File: config.mk
export PLATFORM = sky130hd
export DESIGN_NAME = exec_sequencer
export DESIGN_NICKNAME = d
export VERILOG_FILES = /design/src/rtl/exec_sequencer_pkg.sv /design/src/rtl/seq_wait_timer.sv /design/src/rtl/exec_sequencer.sv
export SDC_FILE = /design/constraint.sdc
export NUM_CORES = 1
export LEC_CHECK = 0
export BUFFER_PORTS_ARGS = -buffer_cell sky130_fd_sc_hd__buf_2
export CAP_MARGIN = 20
export CORE_UTILIZATION = 49
export DETAILED_ROUTE_END_ITERATION = 7
export GPL_TIMING_DRIVEN = 1
export PLACE_DENSITY_LB_ADDON = 0.2
export SETUP_SLACK_MARGIN = 0.2
export SYNTH_ARGS = -nofsm -noshare
export SYNTH_HDL_FRONTEND = slang
export SYNTH_SLANG_ARGS = --single-unit
File: constraint.sdc
create_clock -name clock -period 2 [get_ports clock]
set_clock_uncertainty 0.05 [all_clocks]
set_input_delay 0.1 -clock clock [delete_from_list [all_inputs] [get_ports clock]]
set_output_delay 0.1 -clock clock [all_outputs]
set_load 0.02 [all_outputs]
File: src/rtl/exec_sequencer_pkg.sv
// Shared encodings for the RV32I multi-cycle sequencer: state codes, trap causes
// and the opcode/funct3 values the sequencer needs to recognise.
package exec_sequencer_pkg;

    localparam logic [2:0] SEQ_FETCH  = 3'd0;
    localparam logic [2:0] SEQ_DECODE = 3'd1;
    localparam logic [2:0] SEQ_EXEC   = 3'd2;
    localparam logic [2:0] SEQ_MEM    = 3'd3;
    localparam logic [2:0] SEQ_WB     = 3'd4;
    localparam logic [2:0] SEQ_HALT   = 3'd5;

    localparam logic [1:0] TRAP_NONE    = 2'd0;
    localparam logic [1:0] TRAP_ILLEGAL = 2'd1;
    localparam logic [1:0] TRAP_IMEM_TO = 2'd2;
    localparam logic [1:0] TRAP_DMEM_TO = 2'd3;

    localparam logic [6:0] OP_LOAD     = 7'b0000011;
    localparam logic [6:0] OP_STORE    = 7'b0100011;
    localparam logic [6:0] OP_MISC_MEM = 7'b0001111;
    localparam logic [6:0] OP_SYSTEM   = 7'b1110011;
    localparam logic [2:0] F3_ENV      = 3'b000;

    // FENCE, ECALL and EBREAK retire as plain PC+4 in this core.
    function automatic logic is_nop_op(input logic [6:0] op, input logic [2:0] f3);
        return (op == OP_MISC_MEM) || ((op == OP_SYSTEM) && (f3 == F3_ENV));
    endfunction

endpackage

File: src/rtl/seq_wait_timer.sv
// Wait counter for memory handshakes: clears on demand, counts stall cycles and
// flags when MAX_WAIT stalls have elapsed (holds there until cleared).
module seq_wait_timer #(
    parameter int MAX_WAIT = 255,
    parameter int WAIT_W   = 8
) (
    input  logic clock,
    input  logic reset,
    input  logic clear,
    input  logic inc,
    output logic sat
);

    logic [WAIT_W-1:0] count;

    assign sat = (count == WAIT_W'(MAX_WAIT));

    always_ff @(posedge clock) begin
        if (reset) begin
            count <= '0;
        end else if (clear) begin
            count <= '0;
        end else if (inc && !sat) begin
            count <= count + WAIT_W'(1);
        end
    end

endmodule

File: src/rtl/exec_sequencer.sv
// Multi-cycle FETCH/DECODE/EXEC/MEM/WB control FSM for the RV32I core.
// Optional retire counter output instret enabled by EXEC_SEQ_RETIRE_CNT_EN.
//
// state  | meaning
// FETCH  | imem request outstanding, IR latched on ack
// DECODE | legality check of the decoded instruction
// EXEC   | branch/NOP retire here, others dispatch to MEM or WB
// MEM    | data request outstanding until ack
// WB     | register write and PC update
// HALT   | trapped, only reset leaves
module exec_sequencer
    import exec_sequencer_pkg::*;
#(
    parameter int MAX_WAIT = 255,
    parameter int WAIT_W   = 8
) (
    input  logic        clock,
    input  logic        reset,
    input  logic [6:0]  opcode,
    input  logic [2:0]  funct3,
    input  logic [3:0]  alu_op,
    input  logic        s_load,
    input  logic        s_store,
    input  logic        s_jump,
    input  logic        s_branch,
    input  logic        s_csr,
    input  logic        branch_taken,
    output logic        imem_req,
    input  logic        imem_ack,
    output logic        dmem_req,
    output logic        dmem_we,
    input  logic        dmem_ack,
    output logic        ir_we,
    output logic        pc_we,
    output logic        pc_sel,
    output logic        rf_we,
    output logic        trap,
    output logic [1:0]  trap_cause
`ifdef EXEC_SEQ_RETIRE_CNT_EN
    ,
    output logic [63:0] instret
`endif
);

    logic [2:0] state_q, state_d;
    logic [1:0] cause_q, cause_d;
    logic       jump_q, store_q;
    logic       wait_sat, timer_clear, timer_inc, legal, is_nop;
    logic       imem_req_c, dmem_req_c, dmem_we_c, ir_we_c, pc_we_c, pc_sel_c, rf_we_c;

    assign is_nop = is_nop_op(opcode, funct3) && !s_csr;
    assign legal  = s_load | s_store | s_jump | s_branch | s_csr | (alu_op != 4'd0)
                  | is_nop_op(opcode, funct3);

    always_comb begin
        state_d    = state_q;
        cause_d    = cause_q;
        imem_req_c = 1'b0;
        dmem_req_c = 1'b0;
        dmem_we_c  = 1'b0;
        ir_we_c    = 1'b0;
        pc_we_c    = 1'b0;
        pc_sel_c   = 1'b0;
        rf_we_c    = 1'b0;
        case (state_q)
            SEQ_FETCH: begin
                imem_req_c = 1'b1;
                if (imem_ack) begin
                    ir_we_c = 1'b1;
                    state_d = SEQ_DECODE;
                end else if (wait_sat) begin
                    state_d = SEQ_HALT;
                    cause_d = TRAP_IMEM_TO;
                end
            end
            SEQ_DECODE: begin
                if (legal) begin
                    state_d = SEQ_EXEC;
                end else begin
                    state_d = SEQ_HALT;
                    cause_d = TRAP_ILLEGAL;
                end
            end
            SEQ_EXEC: begin
                if (s_load || s_store) begin
                    state_d = SEQ_MEM;
                end else if (s_branch) begin
                    pc_we_c  = 1'b1;
                    pc_sel_c = branch_taken;
                    state_d  = SEQ_FETCH;
                end else if (s_jump) begin
                    state_d = SEQ_WB;
                end else if (is_nop) begin
                    pc_we_c = 1'b1;
                    state_d = SEQ_FETCH;
                end else begin
                    state_d = SEQ_WB;
                end
            end
            SEQ_MEM: begin
                dmem_req_c = 1'b1;
                dmem_we_c  = store_q;
                if (dmem_ack) begin
                    if (store_q) begin
                        pc_we_c = 1'b1;
                        state_d = SEQ_FETCH;
                    end else begin
                        state_d = SEQ_WB;
                    end
                end else if (wait_sat) begin
                    state_d = SEQ_HALT;
                    cause_d = TRAP_DMEM_TO;
                end
            end
            SEQ_WB: begin
                rf_we_c  = 1'b1;
                pc_we_c  = 1'b1;
                pc_sel_c = jump_q;
                state_d  = SEQ_FETCH;
            end
            SEQ_HALT: begin
                state_d = SEQ_HALT;
            end
            default: begin
                state_d = SEQ_FETCH;
            end
        endcase
    end

    // Strobes are squashed while reset is high so a late ack cannot write anything.
    assign imem_req   = imem_req_c & ~reset;
    assign dmem_req   = dmem_req_c & ~reset;
    assign dmem_we    = dmem_we_c  & ~reset;
    assign ir_we      = ir_we_c    & ~reset;
    assign pc_we      = pc_we_c    & ~reset;
    assign pc_sel     = pc_sel_c   & ~reset;
    assign rf_we      = rf_we_c    & ~reset;
    assign trap       = (state_q == SEQ_HALT);
    assign trap_cause = cause_q;

    always_ff @(posedge clock) begin
        if (reset) begin
            state_q <= SEQ_FETCH;
            cause_q <= TRAP_NONE;
            jump_q  <= 1'b0;
            store_q <= 1'b0;
        end else begin
            state_q <= state_d;
            cause_q <= cause_d;
            if (state_q == SEQ_EXEC) begin
                jump_q  <= s_jump;
                store_q <= s_store;
            end
        end
    end

    assign timer_clear = (state_d != state_q);
    assign timer_inc   = ((state_q == SEQ_FETCH) && !imem_ack) ||
                         ((state_q == SEQ_MEM)   && !dmem_ack);

    seq_wait_timer #(
        .MAX_WAIT (MAX_WAIT),
        .WAIT_W   (WAIT_W)
    ) u_wait_timer (
        .clock (clock),
        .reset (reset),
        .clear (timer_clear),
        .inc   (timer_inc),
        .sat   (wait_sat)
    );

`ifdef EXEC_SEQ_RETIRE_CNT_EN
    // Every pc_we outside HALT returns to FETCH, so it marks one retirement.
    always_ff @(posedge clock) begin
        if (reset) begin
            instret <= 64'd0;
        end else if (pc_we && (state_q != SEQ_HALT)) begin
            instret <= instret + 64'd1;
        end
    end
`endif

endmodule

Yosys cells after proc, flatten, opt, wreduce, memory -nomap -nowiden
Cells that the tools add are included.
{"block": "word_totals", "register_bits": 15, "in_bits": 24, "output_inout_bits": 10, "elab_cells": 84}
{"block": "classes", "addsub": 1, "n_eq_ne": 14, "mux": 32, "bitwise_logic": 14, "n_reduce_logical": 18}
{"op": "two-way mux 3 bit", "n": 9}
{"op": "one-hot mux 3 bit (5 select lines)", "n": 1}
{"op": "two-way mux 1 bit", "n": 14}
{"op": "two-way mux 2 bit", "n": 5}
{"op": "adder 8 x 1 -> 8 bit, second input constant", "n": 1}
{"op": "== test 8 bit, second input constant", "n": 1}
{"op": "bitwise AND 1 bit", "n": 7}
{"op": "== test 7 x 4 -> 1 bit, second input constant", "n": 1}
{"op": "== test 7 bit, second input constant", "n": 1}
{"op": "== test 3 x 2 -> 1 bit, second input constant", "n": 2}
{"op": "== test 3 bit, second input constant", "n": 2}
{"op": "logical NOT 3 bit", "n": 2}
{"op": "!= test 2 bit, second input constant", "n": 3}
{"op": "bitwise OR 1 bit", "n": 6}
{"op": "one-hot mux 2 bit (3 select lines)", "n": 1}
{"op": "AND reduction 6 bit", "n": 1}
{"op": "logical AND 1 bit", "n": 5}
{"op": "logical NOT 1 bit", "n": 4}
{"op": "!= test 2 x 1 -> 1 bit, second input constant", "n": 2}
{"op": "nonzero test 4 bit", "n": 1}
{"op": "== test 3 x 1 -> 1 bit, second input constant", "n": 1}
{"op": "logical OR 1 bit", "n": 3}
{"op": "!= test 3 bit", "n": 1}
{"op": "one-hot mux 1 bit (3 select lines)", "n": 1}
{"op": "4 further kinds", "n": 4}

Longest topological paths before layout
Gate-level depths: netlist of run 1.
{"block": "depth", "ltp_word": 11, "mapped_depth": 6, "ltp_nobuf": 6}

By module
A second synthesis of run 1 with hierarchy kept.
{"block": "hier_totals", "cells_unflattened": 123, "hier_area_um2": 1033.5}
{"mod": "exec_sequencer", "instances": 1, "cells_each": 78, "area_each_um2": 608.1, "seq_area_each_um2": 140.1}
{"mod": "seq_wait_timer", "instances": 1, "cells_each": 45, "area_each_um2": 425.4, "seq_area_each_um2": 160.2}

Least setup slack after synthesis of run 1
Ideal clock, no wire load.
{"block": "synth_path", "path_type": "input to output", "startpoint": "in funct3[1]", "endpoint": "out pc_we", "arrival_ns": 1.931, "required_ns": 1.850, "path_slack_ns": -0.081, "cell_stages": 5, "cell_sequence": "or4b_1 o22a_1 nor4_4 nor2_1 o41ai_1"}
{"block": "synth_between", "elab_chain_cells": 10}
{"item": "from (decl)", "line": "exec_sequencer.sv:20", "text": "input logic [2:0] funct3,"}
{"item": "logical NOT 3 bit", "line": "exec_sequencer_pkg.sv:25", "text": "return (op == OP_MISC_MEM) || ((op == OP_SYSTEM) && (f3 == F3_ENV));"}
{"item": "logical AND 1 bit", "line": "exec_sequencer_pkg.sv:25"}
{"item": "logical OR 1 bit", "line": "exec_sequencer_pkg.sv:25"}
{"item": "logical AND 1 bit", "line": "exec_sequencer.sv:51", "text": "assign is_nop = is_nop_op(opcode, funct3) && !s_csr;"}
{"item": "two-way mux 1 bit", "line": "exec_sequencer.sv:93", "text": "end else if (is_nop) begin"}
{"item": "two-way mux 1 bit", "line": "exec_sequencer.sv:91", "text": "end else if (s_jump) begin"}
{"item": "two-way mux 1 bit", "line": "exec_sequencer.sv:87", "text": "end else if (s_branch) begin"}
{"item": "two-way mux 1 bit", "line": "exec_sequencer.sv:85", "text": "if (s_load || s_store) begin"}
{"item": "one-hot mux 1 bit (3 select lines)", "line": "exec_sequencer.sv:65", "text": "case (state_q)"}
{"item": "bitwise AND 1 bit", "line": "exec_sequencer.sv:135", "text": "assign pc_we = pc_we_c & ~reset;"}
{"item": "to (decl)", "line": "exec_sequencer.sv:34", "text": "output logic pc_we,"}
No other way between the ends.

Final worst setup path of run 1
Same ends and word-level chain as after synthesis.

==> flow_summary.toml, run 1 <==
[clock_network]
tritoncts.num_buffers = 3
path_clk_slew_ns = 0.08
cts_hold_buf = 0
clock_sinks = 15
clock_latency_ns = 0.28
root_buffer = "clkbuf_4"
htreeDepth = 1
cts_max_path_buffers = 2
cts_tree = "yes"

[global_route]
grt_use_total_pct = 27.5
first_global_vias = 1036
grt_pass1_wl_um = 4260
grt_max_degree = 12
grt_overflow = 0
antenna_found_initial = 0

[sta]
hold_viol = 0
period_minus_slack_ns = 1.83
relSlewSlack_pct = 69.8
max_freq_ghz = 0.546
report.final.slew_viol_count = 0
setup_tns_ns = 0
fin_crit_sh_pct = 91.6
setup_viol = 0
rsz0062_at_grt = "yes"
worst_pin_slew_ns = 0.449
fin_ws_ns = 0.168
timing.hold.ws_ns = 0.0800

[cells_and_area]
syn_to_final_growth_pct = 48.8
n_antenna_cell = 0
final_nets = 202
drive_gt1_share_pct = 44.9
final_util_pct = 77.4
fillCellCount = 150

[floorplanning]
dieArea_sq_um = 2250
row_count = 16
die_w_um = 47.4
die_h_um = 47.4
io_pins = 34
initial_core_util_pct = 52.0
core-area_sq_um = 1940

[synth]
ys_warn_count = 0
synth_mux_area_share_pct = 2.97
syn_inst = 128
synth.distinct_cells = 43
ys_ff_latch = 15
synthAdderAreaFrac_pct = 1.24
yosysSeqAreaShare_pct = 29.7
syn_area_per_cell_sq_um = 7.89
syn_nets = 153
yosysTopAreaCell = "dfxtp_1"
synth_top_family_by_area = "simple AND/OR/NAND/NOR gates"
synthSimpleGateAreaFrac_pct = 34.4
synth-xor-area-share_pct = 6.07
synthDominantCellAreaShare_pct = 29.7
synth-compound-area-share_pct = 21.7
synth_area_sq_um = 1010
synthTopCellsByArea = "dfxtp_1, nor2_1, nor3_1, xnor2_1, a21oi_1"

[detailed_routing]
vias = 1219
vias_per_cell = 6.00
drc_errors = 0
ant_nets = 0
wire_per_inst_um = 15.3
drt_pass1_iterations = 4
drtIter0Drc = 44
drt_wl_total_um = 3110

[setup_path]
cp-start-kind = "input port"
rrSetupSlack_ns = 0.23
reg2reg_to = "u_wait_timer.count[7]"
r2r_start = "state_q[2]"
cp_max_fo = 2
critPathKind = "in -> out"
critical_path_arrival_ns = 1.68
worstPathCellList = "buf_6, or4b_4, o22a_1, nor4_4, nor2_1, o41ai_2, buf_2"
cp_slowest_stage_delay_ns = 0.53
worst_setup_path_end_kind = "primary output"
r2r_cells = 6
crit_start = "funct3[1]"
crit_path_top_delay_cell = "or4b_4"
crit_required_ns = 1.85

[placed_design]
place_congestion = 0.847
port_buffers = 33
pre_cts_ws_ns = 0.0862
hpwlAfterDp_um = 2120

[min_path]
hold_path.startpoint = "s_jump"
min_path_cells = 3
holdPathEnd = "jump_q"
hold_path_class = "in -> reg"

[status]
status = "completed"

[power_and_ir_drop]
power.leakage_nw = 0.610
ir_drop_mv = 0.425
power.density_nw_per_um2 = 472

[run]
cap_violations = 0
[layout make-up]
cell class	instances	area (sq um)	share of cell area (%)
inverters	6	22.5	1.50
clock buffers	4	26.3	1.75
flip-flops and latches	15	307	20.4
repair buffers	48	303	20.1
well taps	27	33.8	2.25
multi-input cells	103	811	54.0
[placed cells by master, fill, tap and decap left out, types with 3 or more instances in the layout]
cell type | netlist | layout
a21oi_1 | 7 | 7
buf_4 | 0 | 14
inv_1 | 6 | 6
nand2_1 | 8 | 7
mux2i_1 | 3 | 3
clkbuf_4 | 0 | 3
nand2b_1 | 3 | 3
xnor2_1 | 6 | 6
dfxtp_2 | 0 | 5
buf_2 | 1 | 31
nor2_1 | 16 | 15
dfxtp_1 | 15 | 10
nor3_1 | 11 | 8
o21ai_0 | 6 | 5
nor4_4 | 1 | 3
[cell families (layout without fill, tap and decap cells)]
kind of cell / after synthesis / in the layout
muxes: 3 / 3
AOI/OAI and AO/OA: 31 / 31
adders and majority gates: 1 / 1
DFF: 15 / 15
buffers and inverters: 10 / 58
and+or+nand+nor: 61 / 61
xor gates and xnor gates: 7 / 7
[timing repair]
item / CTS / global route
pin swaps: 2 / 6
setup buffers: 1 / 6
resized for setup: 16 / 14
setup endpoints to repair: 11 / 14
[critical path: cells and delay by family]
kind                   cells  cell delay, ns
AO/OA/AOI/OAI              2            0.45
buffers and inverters      2            0.30
AND/OR/NAND/NOR            3            0.84
[per-stage QoR]
stage / total power [mW] / area, sq um / instances
final: 0.710 / 1500 / 203
after global placement: 0.496 / 1270 / 192
after detailed placement: 0.503 / 1270 / 192
after global routing: 0.751 / 1500 / 203
after CTS: 0.689 / 1380 / 197
after floorplan: 0.430 / 1030 / 128
[synthesized netlist by cell type]
master / count
nor3b_1: 1
or4bb_1: 1
a311oi_1: 1
o22ai_1: 3
inv_1: 6
nor2_1: 16
and3_1: 1
nand4bb_1: 1
xor2_1: 1
xnor2_1: 6
a21boi_0: 1
nand3_1: 3
a21oi_1: 7
o21bai_1: 1
a2111oi_0: 1
nor4_2: 1
mux2i_1: 3
o22ai_2: 1
a21o_1: 1
and2_1: 2
and4bb_2: 1
nor4_4: 1
nand2b_1: 3
o31a_1: 1
or4b_1: 1
nand2_1: 8
nor4_1: 4
o21a_1: 1
nand4_1: 2
dfxtp_1: 15
or2_2: 1
or4_1: 1
o41ai_1: 2
o21ai_0: 6
clkbuf_1: 3
a221oi_1: 2
o21bai_2: 1
o221a_1: 1
nor2b_1: 2
nor3_1: 11
buf_2: 1
ha_1: 1
o22a_1: 1
[registers in the layout, indices dropped and copies added, names as in the netlist]
signal,count
trap_cause,2
u_wait_timer.count,8
store_q,1
state_q,3
jump_q,1
[routing by layer]
metal / part of all wire [%] / up-vias / track usage [%]
met5: 0 / - / 0
met4: 3.9 / 0 / 11.4
met3: 6.2 / 14 / 5.00
met2: 54 / 69 / 51.2
met1: 36 / 562 / 30.2
li1: - / 574 / -
[report_power, final]
group	internal (mW)	total, mW	switching [mW]
combinational	0.0908	0.213	0.123
sequential	0.311	0.323	0.0121
clock	0.0774	0.174	0.0963
[worst max-delay path by stage]
stage | depth (start not counted) | to | slack, ns
3_3_place_gp | 7 | pc_we | 0.12
4_1_cts | 7 | pc_we | 0.16
2_1_floorplan | 5 | pc_we | 0.18
3_5_place_dp | 7 | u_wait_timer.count[0] | 0.09
6_report | 7 | pc_we | 0.17
5_1_grt | 7 | pc_we | 0.06
(Power assumes the default switching activity.)
==> inputs of run 2 (changes only) <==
- CORE_UTILIZATION: 49 -> 51
- CTS_BUF_LIST: not set -> sky130_fd_sc_hd__clkbuf_4
==> flow_summary.toml, run 2 (synthesis results as in run 1) <==
[setup_path]
worst_setup_path_end_kind = "primary output"
rrSetupSlack_ns = 0.20
cp_max_fo = 2
cp-start-kind = "input port"
critPathKind = "in -> out"
crit_required_ns = 1.85
critical_path_arrival_ns = 1.80

[floorplanning]
initial_core_util_pct = 56.6
dieArea_sq_um = 2160
die_h_um = 46.5
die_w_um = 46.5
core-area_sq_um = 1780
row_count = 15
io_pins = 34

[global_route]
grt_use_total_pct = 30.1
grt_pass1_wl_um = 4690
use_met1_pct = 31.3
top_usage_layer = "met2"
gr-usage-met3_pct = 6.27
grt_max_degree = 12
first_global_vias = 1165
grt_overflow = 0
antenna_found_initial = 0
grt_use_met2_pct = 57.2

[cells_and_area]
largest_reg_flops = 8
drive_gt1_share_pct = 52.6
syn_to_final_growth_pct = 54.3
final_common_cell = "buf_2"
fillCellCount = 90
n_antenna_cell = 0
final_util_pct = 87.4
top_register = "u_wait_timer.count"
mostFrequentLayoutCells = "buf_2, nor2_1, buf_4"
stdcell_area_sq_um = 1560
final_nets = 201

[detailed_routing]
drt_pass1_iterations = 4
drc_errors = 0
vias_per_cell = 6.42
drt_wl_total_um = 3690
ant_nets = 0
vias = 1284
drtIter0Drc = 41
wire_per_inst_um = 18.4

[clock_network]
path_clk_slew_ns = 0.11
clock_latency_ns = 0.30
root_buffer = "clkbuf_4"
cts_max_path_buffers = 2
htreeDepth = 1
cts_tree = "yes"
clock_sinks = 15
tritoncts.num_buffers = 3

[sta]
rsz0062_at_grt = "yes"
fin_crit_sh_pct = 97.3
relSlewSlack_pct = 68.9
period_minus_slack_ns = 1.95
setup_tns_ns = 0
max_freq_ghz = 0.514
report.final.slew_viol_count = 0
worst_pin_slew_ns = 0.462
hold_viol = 0
setup_viol = 0

[run]
cap_violations = 0

[power_and_ir_drop]
power.density_nw_per_um2 = 480
ir_drop_mv = 0.561
power.leakage_nw = 0.636

[status]
status = "completed"

[placed_design]
hpwlAfterDp_um = 2260
dpl_cell_area_sq_um = 1270
place_congestion = 0.913
port_buffers = 33

[min_path]
hold_path_class = "in -> reg"
[run 2: cell count changes in the layout (fill, tap and decap cells not counted), sizes merged]
| cell | change |
|---|---|
| o22ai | +1 |
| clkinv | +1 |
| buf | -2 |
| clkbuf | -1 |
[run 2: worst max-delay path, cell delays in order]
cell and delay, ns:
buf_6 0.09, or4b_4 0.53, o22a_1 0.27, nor4_4 0.30
nor2_1 0.08, o41ai_2 0.23, buf_4 0.20
[run 2: final timing paths]
kind | start | cells past startpoint | end
worst max-delay path | funct3[1] | 7 | pc_we
worst max register to register | state_q[2] | 6 | u_wait_timer.count[6]
worst min-delay path | s_store | 3 | store_q
worst min register to register | trap_cause[1] | 2 | trap_cause[1]
[run 2: stage by stage]
stage | hold WS [ns] | power (mW) | worst slack [ns] | std cells
floorplan | 0.194 | 0.430 | 0.178 | 128
detailed placement | 0.322 | 0.504 | 0.0338 | 190
finish | 0.0253 | 0.747 | 0.0539 | 200
global placement | 0.316 | 0.498 | 0.0674 | 190
CTS | 0.0252 | 0.688 | 0.0487 | 195
global route | 0.0554 | 0.772 | 0.0153 | 200
[run 2: final cells by class]
class,count,area [sq um],share of cell area (%)
Clock inverter,1,5.00,0.321
Timing Repair Buffer,46,295,19.0
Tap cell,25,31.3,2.01
Sequential cell,15,314,20.2
Inverter,6,22.5,1.45
Clock buffer,3,22.5,1.45
Multi-Input combinational cell,104,867,55.7
[run 2: routing by layer]
layer	vias up	wire length (um)
met2	84	1910
met3	20	276
met4	0	123
met1	604	1380
met5	-	0
li1	576	-
[run 2: repair_timing]
| item | CTS | global route |
|---|---|---|
| setup endpoints to repair | 11 | 14 |
| hold buffers | 0 | 0 |
| pin swaps | 2 | 9 |
| gates cloned | 0 | 1 |
| setup buffers | 1 | 4 |
| gates resized for setup | 10 | 40 |
[run 2: where the power goes]
group	internal [mW]	switching [mW]
clock network	0.0745	0.117
logic	0.101	0.133
registers	0.309	0.0121
total	0.485	0.262
==> inputs of run 3 (changes only) <==
- clock period: 2 -> 1.8 ns (I/O delays scaled with it)
==> flow_summary.toml, run 3 <==
[synth]
yosysSeqAreaShare_pct = 29.7
synth_edf_count = 0
yosysTopAreaCell = "dfxtp_1"
syn_inst = 128
synthDominantCellAreaShare_pct = 29.7
ys_warn_count = 0
synth.distinct_cells = 43
synth_area_sq_um = 1010
ys_ff_latch = 15
syn_area_per_cell_sq_um = 7.89
syn_nets = 153
synthTopCellsByArea = "dfxtp_1, nor2_1, nor3_1, xnor2_1, a21oi_1"
synthTopCellsByCount = "nor2_1, dfxtp_1, nor3_1"
async_flop_share_pct = 0
ys.flop_type = "dfxtp_1"
synth_most_common_cell = "nor2_1"

[global_route]
grt_max_degree = 11

[clock_network]
htreeDepth = 1
tritoncts.num_buffers = 3
root_buffer = "clkbuf_4"
cts_max_path_buffers = 2
cts_hold_buf = 0
clock_sinks = 15

[status]
status = "stopped before the end"
lastStage = "5_1_grt"
firstError = "[ERROR DPL-0038] Utilization greater than 100%, impossible to legalize"

[placed_design]
hpwlAfterDp_um = 2480
place_congestion = 0.954
pre_cts_ws_ns = -0.132
port_buffers = 33

[floorplanning]
io_pins = 34
die_w_um = 46.5
initial_core_util_pct = 56.6
die_h_um = 46.5
row_count = 15

[sta]
grt_worst_setup_endpoint = "pc_we"
worst_endpoint_kind = "output port"
==> run 3: kinds of logic after synthesis <==
family                   Yosys count  synth area share, %
multiplexers                       3                 2.97
adder cells (fa/ha/maj)            1                 1.24
AND/OR/NAND/NOR                   61                 34.4
AO/OA/AOI/OAI                     31                 21.7
XOR/XNOR                           7                 6.07
flip-flops                        15                 29.7
buffers and inverters             10                 3.84
==> run 3: metrics by stage <==
stage | instances | setup TNS (ns) | cell area [sq um] | utilization, %
CTS | 210 | -0.0769 | 1630 | 91.4
floorplan | 128 | 0 | 1090 | -
detailed placement | 201 | -0.684 | 1420 | 79.8
global placement | 201 | -0.341 | 1420 | 79.8
==> run 3: repair_timing <==
action                                 4_1_cts
gates resized for setup                     37
setup buffers                                5
pin swaps                                    7
endpoints found under the hold margin        0
setup endpoints to repair                   16
==> inputs of run 4 (changes only) <==
- CORE_AREA: not set -> 2 2 63 65
- CORE_UTILIZATION: 51 -> not set
- CTS_BUF_LIST: sky130_fd_sc_hd__clkbuf_4 -> not set
- DIE_AREA: not set -> 0 0 65 67
- PLACE_DENSITY_LB_ADDON: 0.2 -> 0.15
- SETUP_SLACK_MARGIN: 0.2 -> not set
==> flow_summary.toml, run 4 (synthesis results as in run 1) <==
[cells_and_area]
regArea_sq_um = 303
n_antenna_cell = 0
mostFrequentLayoutCells = "buf_4, buf_2, nor2_1"
largest_reg_flops = 8
syn_to_final_growth_pct = 63.7
stdcell_area_sq_um = 1650
drive_gt1_share_pct = 49.2
fillCellCount = 380
multi_input_area_sq_um = 796
final_nets = 217
top_register = "u_wait_timer.count"
final_common_cell = "buf_4"

[placed_design]
place_congestion = 0.790
port_buffers = 33
hpwlAfterDp_um = 2470
dpl_cell_area_sq_um = 1460

[setup_path]
cp-start-kind = "input port"
cp_max_fo = 2
critical_path_arrival_ns = 1.70
reg2reg_to = "state_q[0]"
r2r_cells = 6
rrSetupSlack_ns = 0.06
crit_required_ns = 1.66
critPathKind = "in -> out"
crit_start = "opcode[2]"
r2r_start = "u_wait_timer.count[3]"
worst_setup_path_end_kind = "primary output"

[power_and_ir_drop]
switchingPower_uw = 257
swShare_pct = 29.2
sequentialPowerShare_pct = 40.3
power.density_nw_per_um2 = 531
total_power_uw = 878
power_frac_clock_pct = 30.6
power.leakage_nw = 0.700
p_int_uw = 621
combPwrFrac_pct = 29.1
ir_drop_mv = 0.260

[global_route]
grt_use_total_pct = 15.5
antenna_found_initial = 0
first_global_vias = 1222
grt_max_degree = 11
grt_pass1_wl_um = 5230
grt_overflow = 0

[sta]
hold_viol = 0
worst_pin_slew_ns = 0.442
rsz0062_at_grt = "yes"
report.final.slew_viol_count = 0
fin_crit_sh_pct = 102
fin_ws_ns = -0.0357
period_minus_slack_ns = 1.84
max_freq_ghz = 0.545
relSlewSlack_pct = 69.8
setup_viol = 1

[detailed_routing]
drc_errors = 0
ant_nets = 0
wire_per_inst_um = 13.6
drt_wl_total_um = 3240
drt_pass1_iterations = 4
vias_per_cell = 4.98
vias = 1190
drtIter0Drc = 25

[clock_network]
cts_hold_buf = 0
cts_max_path_buffers = 2
clock_latency_ns = 0.24
htreeDepth = 1
clock_sinks = 15
path_clk_slew_ns = 0.06
tritoncts.num_buffers = 3
root_buffer = "clkbuf_8"
cts_tree = "yes"

[min_path]
hold_path.startpoint = "s_store"
min_path_cells = 3
holdPathEnd = "store_q"
hold_path_class = "in -> reg"

[floorplanning]
dieArea_sq_um = 4360
initial_core_util_pct = 28.0
core-area_sq_um = 3610
row_count = 22
die_h_um = 67
die_w_um = 65
io_pins = 34

[run]
cap_violations = 0

[status]
violations = "negative setup slack"
status = "finished with violations"
[run 4: area by class of cell]
class | instances | share of cell area (%)
multi-input cells | 103 | 48.1
repair buffers | 63 | 25.8
flip-flops and latches | 15 | 18.3
well taps | 48 | 3.63
clock buffers | 4 | 2.73
inverters | 6 | 1.36
[run 4: worst max-delay path by stage]
stage                             to  slack, ns  depth (start not counted)
2_1_floorplan                  pc_we     -0.002                          5
3_3_place_gp   u_wait_timer.count[2]      -0.07                          7
3_5_place_dp   u_wait_timer.count[4]      -0.11                          7
6_report                       pc_we      -0.04                          7
4_1_cts                        pc_we      -0.05                          7
5_1_grt                   state_q[0]      -0.20                          7
[run 4: power groups by stage]
stage | Sequential [mW] | Clock (mW) | Combinational (mW)
floorplan | 0.363 | 0 | 0.114
global placement | 0.360 | 0 | 0.222
detailed placement | 0.360 | 0 | 0.226
CTS | 0.353 | 0.284 | 0.235
global route | 0.355 | 0.302 | 0.279
finish | 0.354 | 0.268 | 0.256
[run 4: critical path, stage by stage]
cell	delay [ns]
buf_6	0.09
or4bb_4	0.53
o22a_1	0.26
nor4_4	0.25
nor2_1	0.08
o41ai_2	0.20
buf_4	0.19
[run 4: stage by stage]
step	hold WS, ns	instances	util [%]	TNS, ns	worst slack [ns]
4_1_cts	0.0667	238	42.7	-0.0694	-0.0489
3_5_place_dp	0.327	233	40.6	-0.797	-0.110
3_3_place_gp	0.310	233	40.6	-0.536	-0.0742
2_1_floorplan	0.184	128	-	-0.00164	-0.00164
6_report	0.0699	239	45.8	-0.0357	-0.0357
5_1_grt	0.0978	239	45.8	-0.434	-0.198
[run 4: repair_timing]
item	in CTS	in global routing
buffers inserted	1	1
endpoints found under the setup margin	8	12
resized for setup	7	21
pin swaps	2	6
[run 4: routing by layer]
metal	vias to the layer above	share of wire [%]	wire (um)	global-route usage [%]
met3	4	4.0	131	2.36
met5	-	0	0	0
li1	599	-	-	-
met1	565	42	1370	17.1
met2	22	53	1710	30.3
met4	0	1.0	34	4.79
